[config.mk]
export PLATFORM = sky130hd
export DESIGN_NAME = uart_tx_gen
export DESIGN_NICKNAME = d
export VERILOG_FILES = /design/src/rtl/uart_pkg.sv /design/src/rtl/uart_fifo.sv /design/src/rtl/uart_tx_gen.sv
export SDC_FILE = /design/constraint.sdc
export NUM_CORES = 1
export LEC_CHECK = 0
export CAP_MARGIN = 20
export CELL_PAD_IN_SITES_DETAIL_PLACEMENT = 0
export CELL_PAD_IN_SITES_GLOBAL_PLACEMENT = 1
export CORE_UTILIZATION = 30
export DETAILED_ROUTE_END_ITERATION = 6
export HOLD_SLACK_MARGIN = 0.08
export PLACE_DENSITY = 0.65
export SLEW_MARGIN = 10
export SYNTH_ARGS = -nofsm -noshare
export SYNTH_HDL_FRONTEND = slang
export SYNTH_SLANG_ARGS = --single-unit
[constraint.sdc]
create_clock -name clk -period 7 [get_ports clk]
set_input_delay 0.7 -clock clk [delete_from_list [all_inputs] [get_ports clk]]
set_output_delay 0.7 -clock clk [all_outputs]
set_load 0.005 [all_outputs]
[src/rtl/uart_pkg.sv]
`default_nettype none
// ============================================================================
// Module      : uart_pkg
// Description : Shared UART definitions: parity encodings, transmitter FSM
//               states and frame-length helper.
// Revision    : 1.0 - initial release
// ============================================================================
package uart_pkg;

    localparam int PAR_NONE = 0;
    localparam int PAR_EVEN = 1;
    localparam int PAR_ODD  = 2;

    typedef enum logic [2:0] {
        ST_IDLE  = 3'd0,
        ST_START = 3'd1,
        ST_DATA  = 3'd2,
        ST_PAR   = 3'd3,
        ST_STOP  = 3'd4
    } tx_state_e;

    function automatic int frame_cycles(input int clk_div, input int data_w,
                                        input int parity, input int stop_bits);
        return clk_div * (1 + data_w + ((parity != PAR_NONE) ? 1 : 0) + stop_bits);
    endfunction

endpackage
`default_nettype wire

[src/rtl/uart_fifo.sv]
`default_nettype none
// ============================================================================
// Module      : uart_fifo
// Description : Synchronous FIFO with occupancy count; pop on empty and push
//               on full are ignored.
// Revision    : 1.0 - initial release
// ============================================================================
module uart_fifo
    import uart_pkg::*;
#(
    parameter int WIDTH = 8,
    parameter int DEPTH = 4
) (
    input  logic                     clk,
    input  logic                     txrst,
    input  logic                     push_i,
    input  logic [WIDTH-1:0]         wr_data_i,
    input  logic                     pop_i,
    output logic [WIDTH-1:0]         rd_data_o,
    output logic                     full_o,
    output logic                     empty_o,
    output logic [$clog2(DEPTH):0]   level_o
);

    localparam int c_aw = $clog2(DEPTH);
    localparam logic [c_aw:0] c_full_lvl = (c_aw + 1)'(DEPTH);

    logic [WIDTH-1:0] mem_q [DEPTH];
    logic [c_aw-1:0]  wptr_q;
    logic [c_aw-1:0]  rptr_q;
    logic [c_aw:0]    level_q;
    logic             w_push;
    logic             w_pop;

    assign full_o    = (level_q == c_full_lvl);
    assign empty_o   = (level_q == '0);
    assign level_o   = level_q;
    assign rd_data_o = mem_q[rptr_q];
    assign w_push    = push_i && !full_o;
    assign w_pop     = pop_i && !empty_o;

    always_ff @(posedge clk or posedge txrst) begin
        if (txrst) begin
            wptr_q  <= '0;
            rptr_q  <= '0;
            level_q <= '0;
        end else begin
            if (w_push) wptr_q <= wptr_q + 1'b1;
            if (w_pop)  rptr_q <= rptr_q + 1'b1;
            if (w_push && !w_pop)      level_q <= level_q + 1'b1;
            else if (!w_push && w_pop) level_q <= level_q - 1'b1;
        end
    end

    // Storage needs no reset: the flushed pointers make old contents unreachable.
    always_ff @(posedge clk) begin
        if (w_push) mem_q[wptr_q] <= wr_data_i;
    end

endmodule
`default_nettype wire

[src/rtl/uart_tx_gen.sv]
`default_nettype none
// ============================================================================
// Module      : uart_tx_gen
// Description : Buffered, parametrised UART transmitter with baud timer,
//               optional parity, 1/2 stop bits and back-to-back framing.
// Revision    : 1.0 - initial release
// ============================================================================
module uart_tx_gen
    import uart_pkg::*;
#(
    parameter int CLK_DIV    = 16,
    parameter int DATA_W     = 8,
    parameter int PARITY     = 0,
    parameter int STOP_BITS  = 1,
    parameter int FIFO_DEPTH = 4
) (
    input  logic                          clk,
    input  logic                          txrst,
    input  logic [DATA_W-1:0]             in_data,
    input  logic                          in_valid,
    output logic                          in_ready,
    output logic                          tx,
    output logic                          busy,
    output logic                          tx_done,
    output logic [$clog2(FIFO_DEPTH):0]   fifo_level
);

    localparam int c_tmr_w  = (CLK_DIV > 1) ? $clog2(CLK_DIV) : 1;
    localparam int c_bcnt_w = $clog2(DATA_W + 1);
    localparam logic [c_tmr_w-1:0]  c_tmr_last  = c_tmr_w'(CLK_DIV - 1);
    localparam logic [c_bcnt_w-1:0] c_data_last = c_bcnt_w'(DATA_W - 1);
    localparam logic [c_bcnt_w-1:0] c_stop_last = c_bcnt_w'(STOP_BITS - 1);

    tx_state_e            state_q, state_d;
    logic [c_tmr_w-1:0]   timer_q, timer_d;
    logic [c_bcnt_w-1:0]  bcnt_q, bcnt_d;
    logic [DATA_W-1:0]    shift_q, shift_d;
    logic                 par_q, par_d;
    logic                 tx_q, tx_d;
    logic                 busy_q, busy_d;
    logic                 done_q, done_d;

    logic                 w_pop;
    logic                 w_full;
    logic                 w_empty;
    logic                 w_tmr_end;
    logic [DATA_W-1:0]    w_fifo_data;

    function automatic logic calc_par(input logic [DATA_W-1:0] d);
        return (PARITY == PAR_ODD) ? ~^d : ^d;
    endfunction

    uart_fifo #(
        .WIDTH (DATA_W),
        .DEPTH (FIFO_DEPTH)
    ) u_fifo (
        .clk       (clk),
        .txrst     (txrst),
        .push_i    (in_valid),
        .wr_data_i (in_data),
        .pop_i     (w_pop),
        .rd_data_o (w_fifo_data),
        .full_o    (w_full),
        .empty_o   (w_empty),
        .level_o   (fifo_level)
    );

    assign in_ready  = !w_full;
    assign w_tmr_end = (timer_q == c_tmr_last);

    always_ff @(posedge clk or posedge txrst) begin
        if (txrst) begin
            state_q <= ST_IDLE;
            timer_q <= '0;
            bcnt_q  <= '0;
            shift_q <= '0;
            par_q   <= 1'b0;
            tx_q    <= 1'b1;
            busy_q  <= 1'b0;
            done_q  <= 1'b0;
        end else begin
            state_q <= state_d;
            timer_q <= timer_d;
            bcnt_q  <= bcnt_d;
            shift_q <= shift_d;
            par_q   <= par_d;
            tx_q    <= tx_d;
            busy_q  <= busy_d;
            done_q  <= done_d;
        end
    end

    always_comb begin
        state_d = state_q;
        timer_d = timer_q + c_tmr_w'(1);
        bcnt_d  = bcnt_q;
        shift_d = shift_q;
        par_d   = par_q;
        w_pop   = 1'b0;

        unique case (state_q)
            ST_IDLE: begin
                if (!w_empty) begin
                    w_pop   = 1'b1;
                    shift_d = w_fifo_data;
                    par_d   = calc_par(w_fifo_data);
                    state_d = ST_START;
                end
            end
            ST_START: begin
                if (w_tmr_end) begin
                    bcnt_d  = '0;
                    state_d = ST_DATA;
                end
            end
            ST_DATA: begin
                if (w_tmr_end) begin
                    shift_d = shift_q >> 1;
                    if (bcnt_q == c_data_last) begin
                        bcnt_d  = '0;
                        state_d = (PARITY != PAR_NONE) ? ST_PAR : ST_STOP;
                    end else begin
                        bcnt_d = bcnt_q + 1'b1;
                    end
                end
            end
            ST_PAR: begin
                if (w_tmr_end) begin
                    bcnt_d  = '0;
                    state_d = ST_STOP;
                end
            end
            ST_STOP: begin
                if (w_tmr_end) begin
                    if (bcnt_q == c_stop_last) begin
                        // Chain straight into the next start bit when data is queued.
                        if (!w_empty) begin
                            w_pop   = 1'b1;
                            shift_d = w_fifo_data;
                            par_d   = calc_par(w_fifo_data);
                            state_d = ST_START;
                        end else begin
                            state_d = ST_IDLE;
                        end
                    end else begin
                        bcnt_d = bcnt_q + 1'b1;
                    end
                end
            end
            default: state_d = ST_IDLE;
        endcase

        if (w_tmr_end || (state_d != state_q) || (state_q == ST_IDLE)) begin
            timer_d = '0;
        end
    end

    // Outputs are registered, so they are decoded from the next-state values.
    always_comb begin
        tx_d = 1'b1;
        unique case (state_d)
            ST_START: tx_d = 1'b0;
            ST_DATA:  tx_d = shift_d[0];
            ST_PAR:   tx_d = par_d;
            default:  tx_d = 1'b1;
        endcase
        busy_d = (state_d != ST_IDLE);
        done_d = (state_d == ST_STOP) && (timer_d == c_tmr_last) && (bcnt_d == c_stop_last);
    end

    assign tx      = tx_q;
    assign busy    = busy_q;
    assign tx_done = done_q;

endmodule
`default_nettype wire

==> results.md <==
* Status: complete, no violations
* Synth Area in Simple Gates at under 10%
* Post-Syn Area at around 2800 sq um
* Commonest cells after routing, fill and taps aside: edfxtp_1, dfrtp_1, inv_1, clkdlybuf4s50_1
* Design area at approximately 3300 sq um
* Clock-pin slew on the worst setup and hold paths at approximately 0.080 ns
* Worst-path cell chain: inv_1 -> ha_1 -> or3b_4 -> o21ai_0 -> nor2b_1 -> inv_1 -> ha_1 -> inv_1 -> fa_1 -> mux2_2
* CP endpoint kind: flip-flop
* IO Pins at 18
* Clock Tree Root: clkbuf_8
* Slowest cell on crit path: nor2b_1
* Post-CTS Hold Fix Bufs at 0
* Routed met2 length at around 2.5 mm
* Sequential area share after synthesis at 60.5%
* Worst vdd ir at ~0.15 mV
* H-tree level count at 3
* Max Fclk at between 200 and 300 MHz
* Gr ovfl total at 0
* Global-route wire length before repair at between 8 and 9 mm
* FFs w/ async S/R, synth at between 40 and 50%
* Max cap viols at 0
* Num CTS Buffers at 9
* Layout cells sized above 1 at between 10% and 20%
* Crit path max fanout at 12
* Worst-Margin Slew at about 0.9 ns
* Unrepaired setup endpoints after global routing: no
* Largest family of logic cells by synthesized area: simple AND/OR/NAND/NOR gates
* # DRC at 0
* Critical Path AT at about 3.6 ns
* Adder-cell area share of the yosys netlist at 4.25%
* Initial Util at 30.8%
* Number of synthesized flops with an enable pin at 32
* Placed Cells at around 330
* Setup TNS at 0 ns
* Post-synth net total at 231
* Leak at 0.00130 uW
* Largest net degree at the start of global routing at 20
* Routed WL at about 5.1 mm
* Final nets at 254
* GP Congestion at 0.707
* Hpwl dp at approximately 3.5 mm
* Kind of critical path: reg2reg
* Post-Syn Instances at ~210
* CTS Buffer Depth at 2
* Core Box Area at just over 9000 sq um
* M1 wire length at about 2.3 mm
* DRT antenna net count at 0
* Final setup fails at 0
* Worst skew pair latency at 0.34 ns
* Final worst-path cycle share at 47.9%
* Fill cells at about 900
* Row cnt at 35
* Final WS setup at around 3.6 ns
* Final Hold Fails at 0
* DRC marker count from the first detailed-route iteration at 74
* Chip Width at a little under 100 um
* Mux cell area share after synthesis at about 6.8%
* TritonCTS clock tree: yes
* Initial antenna violation count at 0
* Mapped Avg Cell Area at roughly 13 sq um
* Most used flip-flop cell after synthesis: edfxtp_1
* PortBufs at 17
* Layout area overhead at 18.1%
* DP Worst Slack at approximately 3.7 ns
* Xor-xnor portion of the synthesized cell area at ~5.6%
* CP max stage delay at ~0.70 ns
* Wire per inst at between 10 and 15 um
* Distinct cell type count of the synthesized netlist at between 40 and 50
* Met3 wire len at approximately 240 um
* Most common cell after layout, fill and taps aside: edfxtp_1
* Die height at around 99 um
* CTS resizes at 0
* Full die area at 9820 sq um
* Postcts setup bufs at 0
* DR top layer: met4
* Synthesis Warnings at 0
* Power Dens Cells at a little under 300 nW/um^2
* Routed vias at about 1700
* Dpl cell area at between 3000 and 4000 sq um
* Worst-case clock skew at 0.00753 ns
* Ant diodes at 0
* Final max-slew violation count at 0
* First-pass iteration count of the detailed router at 4
* WP data required at ~7.2 ns
* Fin cells at 350
* Worst relative slew slack at around 40%
* Minimum clock period at ~3.4 ns
* Number of global-route vias before repair at 1818
* Top cell by count, worst path: inv_1
* Worst hold path type: reg2reg
* Via density at between 4 and 5
* Total track usage at approximately an eighth
* Compound-Gate Fraction of Synth Area at around a tenth
* Yosys reg bits at between 60 and 70
* Clock Sink Count at 62
* Crit start category: flip-flop
==> worst paths after layout <==
path | cells after the start | from | slack (ns) | end
max in group asynchronous | 3 | txrst | 5.70 | shift_q[1]
worst max-delay path | 10 | bcnt_q[0] | 3.65 | u_fifo.level_o[1]
worst min-delay path | 1 | timer_q[0] | 0.48 | timer_q[0]
min in group asynchronous | 2 | txrst | 0.67 | timer_q[0]
worst max register to register | 10 | bcnt_q[0] | 3.65 | u_fifo.level_o[1]
worst min register to register | 1 | timer_q[0] | 0.48 | timer_q[0]
==> per-stage QoR <==
| stage | utilization, % | power (uW) | hold slack (ns) |
|---|---|---|---|
| 2_1_floorplan | - | 575 | 0.442 |
| 3_3_place_gp | 33.9 | 636 | 0.460 |
| 3_5_place_dp | 33.9 | 641 | 0.469 |
| 4_1_cts | 36.3 | 1000 | 0.481 |
| 5_1_grt | 36.3 | 1040 | 0.510 |
| 6_report | 36.3 | 988 | 0.481 |
==> registers in the layout (all words and copies together) (netlist names) <==
name	flops
u_fifo.rptr_q	2
par_q	1
u_fifo.mem_q	32
tx	1
bcnt_q	4
u_fifo.level_o	3
state_q	3
busy	1
shift_q	8
tx_done	1
timer_q	4
u_fifo.wptr_q	2
==> routing by layer <==
metal	vias up	GRT usage (%)
met5	-	0
met1	823	14.2
met2	31	19.5
met4	0	4.41
li1	815	-
met3	7	4.15
==> critical path: cells and delay by family (launching register included) <==
kind	cells	cell delay (ns)
flip-flops	1	0.42
multiplexers	1	0.27
AO/OA/AOI/OAI	1	0.29
buffers and inverters	3	0.33
AND/OR/NAND/NOR	2	1.10
adder cells (fa/ha/maj)	3	0.84
==> power by group <==
group	leakage [uW]	switching [uW]	internal [uW]
clock network	0.000111	151	205
registers	0.000661	25.3	440
logic	0.000529	83.2	83.0
==> cell families after synthesis <==
group           count (synthesis)
mux                             9
buf+inv                        23
flops                          62
fa+ha+maj                       9
xor+xnor                       18
simple gates                   51
compound gates                 39
==> final cells by class <==
cell class | instances | area [sq um] | share of cell area, %
well taps | 111 | 139 | 4.16
clock buffers | 9 | 124 | 3.71
repair buffers | 18 | 178 | 5.32
clock inverters | 7 | 103 | 3.07
multi-input cells | 126 | 1020 | 30.6
flip-flops and latches | 62 | 1710 | 51.3
inverters | 17 | 63.8 | 1.91
==> synth_stat cells, drive strengths merged, types with 2 or more instances <==
library cell | number | area, sq um
inv | 17 | 63.8
nand2 | 14 | 52.6
ha | 8 | 100
a2bb2oi | 2 | 23.8
a31oi | 2 | 12.5
dfrtp | 29 | 726
mux4 | 8 | 180
and3 | 8 | 51.3
buf | 5 | 27.5
a22oi | 7 | 52.6
edfxtp | 32 | 961
o32ai | 2 | 17.5
o21ai | 14 | 70.1
or3 | 2 | 13.8
nor3 | 2 | 10.0
xnor2 | 11 | 96.3
nand3 | 3 | 15.0
and2 | 2 | 12.5
nor2 | 11 | 41.3
xor2 | 7 | 61.3
a21oi | 5 | 36.3
Note: power is estimated with default switching activity, not from simulation.
